===== src/rtl/led_cube_frame_buffer.sv =====
// led_cube_frame_buffer
//   Double-buffered 64x8 frame store for an LED cube in stream mode (mode == 4'h3).
//   Incoming bytes fill the write bank; once 64 bytes are held, the banks swap on the
//   next frame_start. The read bank is only ever replaced on the edge after a
//   frame_start, so a displayed frame never tears.
//
//   Optional feature: define FB_SYNC_EN to hunt for an 8'hA5 sync byte before each frame.
//
// Ports
//   clk               in   system clock, rising edge
//   rst_n             in   asynchronous active-low reset
//   mode[3:0]         in   cube mode; buffer runs only when mode == 4'h3
//   data_in[7:0]      in   streamed frame byte
//   readdatavalid     in   data_in valid this cycle (no backpressure)
//   frame_start       in   one-cycle pulse marking a new displayed frame (swap point)
//   frame_addr[5:0]   in   byte index requested by the frame driver
//   data_to_latch     out  read bank byte at frame_addr, 0 when no frame is valid
//   frame_ready       out  a complete frame is waiting for a swap
//   overrun           out  sticky: a byte arrived while the buffer was full
//   stall_mode_change out  a frame is partially written; upstream must hold mode
module led_cube_frame_buffer (
    input  logic       clk,
    input  logic       rst_n,
    input  logic [3:0] mode,
    input  logic [7:0] data_in,
    input  logic       readdatavalid,
    input  logic       frame_start,
    input  logic [5:0] frame_addr,
    output logic [7:0] data_to_latch,
    output logic       frame_ready,
    output logic       overrun,
    output logic       stall_mode_change
);

`ifdef FB_SYNC_EN
    typedef enum logic [1:0] {StIdle = 2'd0, StFill = 2'd1, StFull = 2'd2, StHunt = 2'd3} state_e;
    localparam state_e StStart = StHunt;
`else
    typedef enum logic [1:0] {StIdle = 2'd0, StFill = 2'd1, StFull = 2'd2} state_e;
    localparam state_e StStart = StFill;
`endif

    localparam logic [7:0] SyncByte = 8'hA5;

    state_e     r_state;
    state_e     w_state_next;
    logic [5:0] r_wr_idx;
    logic [5:0] w_wr_idx_next;
    logic       r_rd_sel;
    logic       w_rd_sel_next;
    logic       r_rd_valid;
    logic       w_rd_valid_next;
    logic       r_overrun;
    logic       w_overrun_next;

    logic       w_mode_ok;
    logic       w_we;
    logic [6:0] w_waddr;

    // Both banks in one array: address bit 6 selects the bank.
    logic [7:0] r_bank [0:127];

    assign w_mode_ok = (mode == 4'h3);

    always_comb begin
        w_state_next    = r_state;
        w_wr_idx_next   = r_wr_idx;
        w_rd_sel_next   = r_rd_sel;
        w_rd_valid_next = r_rd_valid;
        w_overrun_next  = r_overrun;
        w_we            = 1'b0;
        w_waddr         = {~r_rd_sel, r_wr_idx};

        if (!w_mode_ok) begin
            // Leaving stream mode abandons any partial frame; banks and read selection stay.
            w_state_next   = StIdle;
            w_wr_idx_next  = 6'd0;
            w_overrun_next = 1'b0;
        end else begin
            unique case (r_state)
                StIdle: begin
                    w_state_next  = StStart;
                    w_wr_idx_next = 6'd0;
                end
                StFill: begin
                    if (readdatavalid) begin
                        w_we          = 1'b1;
                        w_wr_idx_next = r_wr_idx + 6'd1;
                        if (r_wr_idx == 6'd63) begin
                            w_state_next = StFull;
                        end
                    end
                end
                StFull: begin
                    if (frame_start) begin
                        w_rd_sel_next   = ~r_rd_sel;
                        w_rd_valid_next = 1'b1;
                        w_state_next    = StStart;
                        w_wr_idx_next   = 6'd0;
`ifdef FB_SYNC_EN
                        // A coincident beat is the first hunted beat of the next frame.
                        if (readdatavalid && (data_in == SyncByte)) begin
                            w_state_next = StFill;
                        end
`else
                        // The old read bank becomes the write bank on this same edge.
                        if (readdatavalid) begin
                            w_we          = 1'b1;
                            w_waddr       = {r_rd_sel, 6'd0};
                            w_wr_idx_next = 6'd1;
                        end
`endif
                    end else if (readdatavalid) begin
                        w_overrun_next = 1'b1;
                    end
                end
`ifdef FB_SYNC_EN
                StHunt: begin
                    if (readdatavalid && (data_in == SyncByte)) begin
                        w_state_next  = StFill;
                        w_wr_idx_next = 6'd0;
                    end
                end
`endif
                default: begin
                    w_state_next = StIdle;
                end
            endcase
        end
    end

    always_ff @(posedge clk or negedge rst_n) begin
        if (!rst_n) begin
            r_state    <= StIdle;
            r_wr_idx   <= 6'd0;
            r_rd_sel   <= 1'b0;
            r_rd_valid <= 1'b0;
            r_overrun  <= 1'b0;
        end else begin
            r_state    <= w_state_next;
            r_wr_idx   <= w_wr_idx_next;
            r_rd_sel   <= w_rd_sel_next;
            r_rd_valid <= w_rd_valid_next;
            r_overrun  <= w_overrun_next;
        end
    end

    // Bank storage is not reset; rd_valid masks stale contents until the first swap.
    always_ff @(posedge clk) begin
        if (w_we) begin
            r_bank[w_waddr] <= data_in;
        end
    end

    assign data_to_latch     = (w_mode_ok && r_rd_valid) ? r_bank[{r_rd_sel, frame_addr}] : 8'h00;
    assign frame_ready       = (r_state == StFull);
    assign overrun           = r_overrun;
    assign stall_mode_change = (r_state == StFill) && (r_wr_idx != 6'd0);

endmodule


===== config.mk =====
export PLATFORM = sky130hd
export DESIGN_NAME = led_cube_frame_buffer
export DESIGN_NICKNAME = d
export VERILOG_FILES = /design/src/rtl/led_cube_frame_buffer.sv
export SDC_FILE = /design/constraint.sdc
export NUM_CORES = 1
export LEC_CHECK = 0
export CAP_MARGIN = 20
export CORE_ASPECT_RATIO = 0.9
export CORE_MARGIN = 3
export CORE_UTILIZATION = 40
export CTS_BUF_LIST = sky130_fd_sc_hd__clkbuf_16
export DETAILED_ROUTE_END_ITERATION = 7
export PLACE_DENSITY = 0.66
export SYNTH_ARGS = -nofsm -noshare
export SYNTH_HDL_FRONTEND = slang
export SYNTH_SLANG_ARGS = --single-unit

===== constraint.sdc =====
create_clock -name clk -period 5.45 [get_ports clk]
set_input_delay 0.545 -clock clk [delete_from_list [all_inputs] [get_ports clk]]
set_output_delay 0.545 -clock clk [all_outputs]
set_load 0.02 [all_outputs]

==> Yosys cells after proc, flatten, opt, wreduce, memory -nomap -nowiden <==
Memories as Yosys holds them, arrays and structs flattened.
Index checks and enable logic that the tools add are counted.
{ "classes": {"add_sub_neg": 1, "eq_ne": 11, "n_mux": 25, "bitwise_logic": 1, "reduce_logical": 8} }
{ "ops": {"columns": ["op", "count"], "rows": [
  ["7-bit 2-to-1 mux", 4],
  ["6-bit 2-to-1 mux", 3],
  ["6-bit one-hot mux with 3 select lines", 1],
  ["3-bit AND reduction", 4],
  ["1-bit 2-to-1 mux", 10],
  ["3-bit inequality test (second input constant)", 3],
  ["2-bit 2-to-1 mux", 4],
  ["8-bit 2-to-1 mux", 1],
  ["6-bit by 1-bit adder with 6-bit output (second input constant)", 1],
  ["6-bit == test (second input constant)", 1],
  ["2-bit inequality test (second input constant)", 3],
  ["2-bit one-hot mux with 3 select lines", 1],
  ["6-bit nonzero test", 1],
  ["4-bit by 2-bit == test with 1-bit output (second input constant)", 1],
  ["4-bit by 2-bit inequality test with 1-bit output (second input constant)", 1],
  ["2-bit by 1-bit == test with 1-bit output (second input constant)", 1],
  ["2-bit == test (second input constant)", 1],
  ["1-bit logical AND", 2],
  ["2-bit zero test", 1],
  ["1-bit one-hot mux with 2 select lines", 1],
  ["1-bit inverter", 1]
]} }
{ "totals": {"regBits": 11, "mem_bits_rw": 1024, "input_bits": 22, "output_inout_bits": 11, "word_cells": 52, "memories": 1} }
{ "mem_list": {"columns": ["name", "words", "word_bits", "rd", "rd_ports_with_merged_regs", "write_ports", "line_no", "text"], "rows": [
  ["r_bank", 128, 8, 1, 0, 1, "61", "logic [7:0] r_bank [0:127];"]
]} }

==> Depth between registers and ports, before layout <==
{ "depth": {"word_depth": 6, "mapped_depth": 11, "mapped_depth_nobuf": 8} }

==> Worst setup path after synthesis <==
No wires, ideal clock.
{ "synth_timing": {"kind": "input to output", "start": "input port frame_addr[0]", "end": "output port data_to_latch[2]", "arrival_time_ns": 2.284, "required_ns": 4.905, "setup_slack_ns": 2.621, "stages": 6, "n_path_buf": 2, "cell_sequence": "buf_6 -> buf_2 -> mux4_2 -> a22o_1 -> a2111oi_0 -> nand4_1"} }
{ "synth_between": {"elab_chain_len": 2} }
{ "synth_lines": {"columns": ["element", "line_no", "text"], "rows": [
  ["start, declared", "28", "input logic [5:0] frame_addr,"],
  ["memory 128 x 8 bit", null, null],
  ["8-bit 2-to-1 mux", "155", "assign data_to_latch = (w_mode_ok && r_rd_valid) ? r_bank[{r_rd_sel, frame_addr}] : 8'h00;"],
  ["end, declared", "29", "output logic [7:0] data_to_latch,"]
]} }
No other way between the ends.

==> Worst setup path in the final report <==
{ "layout_timing": {"start": "register r_rd_sel", "end": "output port data_to_latch[0]"} }
{ "layout_between": {"elab_chain_len": 2} }
{ "layout_lines": {"columns": ["element", "line_no", "text"], "rows": [
  ["start, declared", "49", "logic r_rd_sel;"],
  ["start signal, assigned", "142", "r_rd_sel <= w_rd_sel_next;"],
  ["memory 128 x 8 bit", null, null],
  ["8-bit 2-to-1 mux", "155", null]
]} }
No other way between the ends.

==> results.json <==
{
  "seq_area_um2": 31000,
  "switchingPower_uw": 3350,
  "critPathArrivalTime_ns": 4.45,
  "setup_tns_ns": 0,
  "synth_edf_count": 1024,
  "synth_area_leaders": "edfxtp_1, mux4_2, mux2i_1",
  "use_met2_pct": 27.6,
  "numPortBuffers": 32,
  "p_int_uw": 12800,
  "synth.top_cell.area_share_pct": 75.3,
  "synth_most_common_cell": "edfxtp_1",
  "clockBufferDepth": 3,
  "outcome": "finished clean",
  "vias": 21000,
  "dieArea_um2": 106000,
  "synth_simple_gate_area_share_pct": 3.97,
  "viasPerCell": 5.73,
  "initial_core_util_pct": 40.6,
  "post-route-min-period_ns": 5.00,
  "grt_pass1_wl_um": 144000,
  "vdd_drop_max_uv": 254,
  "p_leak_uw": 0.0150,
  "clk_pin_slew_ns": 0.06,
  "rows": 110,
  "rr_endpoint": "r_bank[108][5]$_DFFE_PP_",
  "multi_input_area_um2": 9120,
  "synth_top_family_by_area": "multiplexers",
  "holdBufCountCts": 0,
  "cts_resized": 0,
  "muxShareOfSynthArea_pct": 15.2,
  "reg2reg_depth": 6,
  "fill_cells": 8252,
  "place_area_um2": 43200,
  "post_cts_buffers": 0,
  "crit_type": "flop to output pin",
  "synth_nets": 2110,
  "synth_common_cells": "edfxtp_1, mux2i_1, mux4_2",
  "dpl.hpwl_um": 62100,
  "skew_ns": 0.0363,
  "io_pins": 33,
  "hold_slack_ns": 0.256,
  "die_h_um": 309,
  "first_global_vias": 20900,
  "core_um2": 101000,
  "r2r-start": "r_state[1]$_DFFE_PN0P_",
  "ys_warn_count": 0,
  "finalHoldViolCount": 0,
  "ctsHtreeMaxLevel": 3,
  "clock-sinks": 1035,
  "cts_tree": "yes",
  "yosys.area.top_type": "edfxtp_1",
  "endpoint_kind": "output pin",
  "drive_above_1_share_pct": 20.3,
  "seq_power_share_pct": 54.2,
  "synth.cell_area_um2": 40800,
  "use_met1_pct": 27.6,
  "cap_violations": 0,
  "cp.required_ns": 4.91,
  "dr.pass1.iters": 5,
  "synthAdderAreaFrac_pct": 0.184,
  "startpoint_type": "flop",
  "insertion_delay_ns": 0.67,
  "drt-initial-drc-count": 2637,
  "gp_congestion": 0.907,
  "synth_cell_type_count": 62,
  "area_delta_synth_final_pct": 13.7,
  "worst_pin_slew_ns": 1.14,
  "combPwrFrac_pct": 4.1,
  "finalSetupViolCount": 0,
  "crit_chain": "buf_4 -> nor2b_1 -> nand3_1 -> o22ai_1 -> a221oi_1 -> nand4_1 -> clkdlybuf4s50_1",
  "ys.flop_type": "edfxtp_1",
  "switching_share_pct": 20.8,
  "crit_fanout": 15,
  "ff2ff_setup_slack_ns": 1.91,
  "syn_avg_cell_area_um2": 19.6,
  "rsz0062_at_grt": "no",
  "ant_nets": 0,
  "cp_slowest_cell": "a221oi_1",
  "seq_area_frac_synth_pct": 76.0,
  "synth_compound_area_share_pct": 2.99,
  "antenna_found_initial": 5,
  "drc": 0,
  "stdcell_area_um2": 46400,
  "p_clk_share_pct": 41.7,
  "grt_max_degree": 92,
  "wl_per_cell_um": 26.8,
  "async_flop_share_pct": 1.06,
  "setup_slack_ns": 0.451,
  "grt_busiest_layer": "met1",
  "hold_class": "input pin to asynchronous set/reset pin",
  "cpPeakStageDelay_ns": 0.82,
  "gr-usage-all-layers_pct": 18.5,
  "syn_inst": 2082,
  "synth_xor_area_share_pct": 0.0214,
  "slew_headroom_pct": 24.1,
  "ctsRootBufferMaster": "clkbuf_16",
  "dpl_worst_slack_ns": 0.718,
  "use_met3_pct": 4.21,
  "synth_seq_cells": 1035,
  "fin_crit_sh_pct": 91.7,
  "power_density_nw_per_um2": 347,
  "max_freq_ghz": 0.200,
  "overflow": 0,
  "finalMaxSlewViolations": 0,
  "utilization_pct": 46.1,
  "wl_um": 98300,
  "die_x_um": 343,
  "numCtsBuffers": 101,
  "final_nets": 2260
}
==> cells by family (layout without fill, tap and decap cells) <==
group                      count (synthesis)  after routing
and+or+nand+nor                          349            349
other                                      0              2
DFF                                     1035           1035
adders and majority gates                  6              6
muxes                                    401            401
buffers and inverters                    119            354
AOI/OAI and AO/OA                        171            171
xor gates and xnor gates                   1              1
==> cells in the final DEF (no fill, tap or decap), types with 4 or more instances in the layout <==
cell	netlist	routed
ha_1	6	6
a211oi_1	11	11
mux4_2	169	169
clkbuf_16	0	102
inv_1	8	26
a22o_1	6	6
or3_1	4	4
nand2_1	61	61
dfrtp_1	11	11
nand2b_1	5	5
mux2_2	9	9
and2_1	5	6
a21oi_1	19	19
nand3_1	38	38
a22oi_1	71	71
o21ai_0	13	13
buf_12	2	8
a221oi_1	5	5
clkinv_1	1	27
clkinv_2	0	22
o22ai_1	24	24
buf_4	30	124
and3_1	5	5
a2111oi_0	4	4
nor2b_1	19	18
nor3_1	8	8
nand4_1	30	30
nor2_1	154	153
clkdlybuf4s50_1	0	20
edfxtp_1	1024	1024
mux2i_1	220	220
bufinv_16	0	8
==> power by group through the flow <==
stage	Sequential, µW	Combinational, µW	Clock (µW)
final	8750	655	6720
after global routing	8740	698	7130
after CTS	8740	662	6820
after detailed placement	8910	660	0
after global placement	8910	646	0
after floorplan	8910	369	0
==> worst max-delay path: cells and delay by family (launching register included) <==
family          cells  cell delay [ns]
flops               1             0.62
simple gates        3             1.04
compound gates      2             1.08
buf+inv             2             1.02
==> registers in the layout, indices dropped and copies added, names as in the netlist <==
register / cells
overrun: 1
r_bank: 1024
r_rd_sel: 1
r_rd_valid: 1
r_state: 2
r_wr_idx: 6
==> layout make-up <==
| cell class | instances | area share, % |
|---|---|---|
| sequential | 1035 | 66.8 |
| multi-input combinational | 928 | 19.6 |
| clock buffer | 102 | 5.50 |
| tap | 1344 | 3.62 |
| timing repair buffer | 157 | 2.88 |
| clock inverter | 86 | 1.44 |
| inverter | 9 | 0.0728 |
| antenna | 2 | 0.0108 |
==> how the worst max path moves through the flow <==
stage | startpoint | to | slack, ns | cells after the start
floorplan | frame_addr[0] | data_to_latch[2] | 2.62 | 6
global placement | mode[2] | data_to_latch[1] | 0.74 | 10
CTS | r_rd_sel$_DFFE_PN0P_ | data_to_latch[1] | 0.65 | 8
detailed placement | mode[3] | data_to_latch[1] | 0.72 | 10
global route | r_rd_sel$_DFFE_PN0P_ | data_to_latch[2] | 0.40 | 7
finish | r_rd_sel$_DFFE_PN0P_ | data_to_latch[0] | 0.45 | 7
==> through the flow <==
stage | total power [µW] | cells
finish | 16100 | 3663
floorplan | 9280 | 2082
detailed placement | 9570 | 3472
global placement | 9560 | 3472
CTS | 16200 | 3660
global route | 16600 | 3661
==> metal layers <==
layer,up-vias,wire [µm]
met2,998,43800
li1,8854,-
met5,-,16
met4,2,2570
met3,167,9140
met1,11000,42800
(Power assumes the default switching activity.)
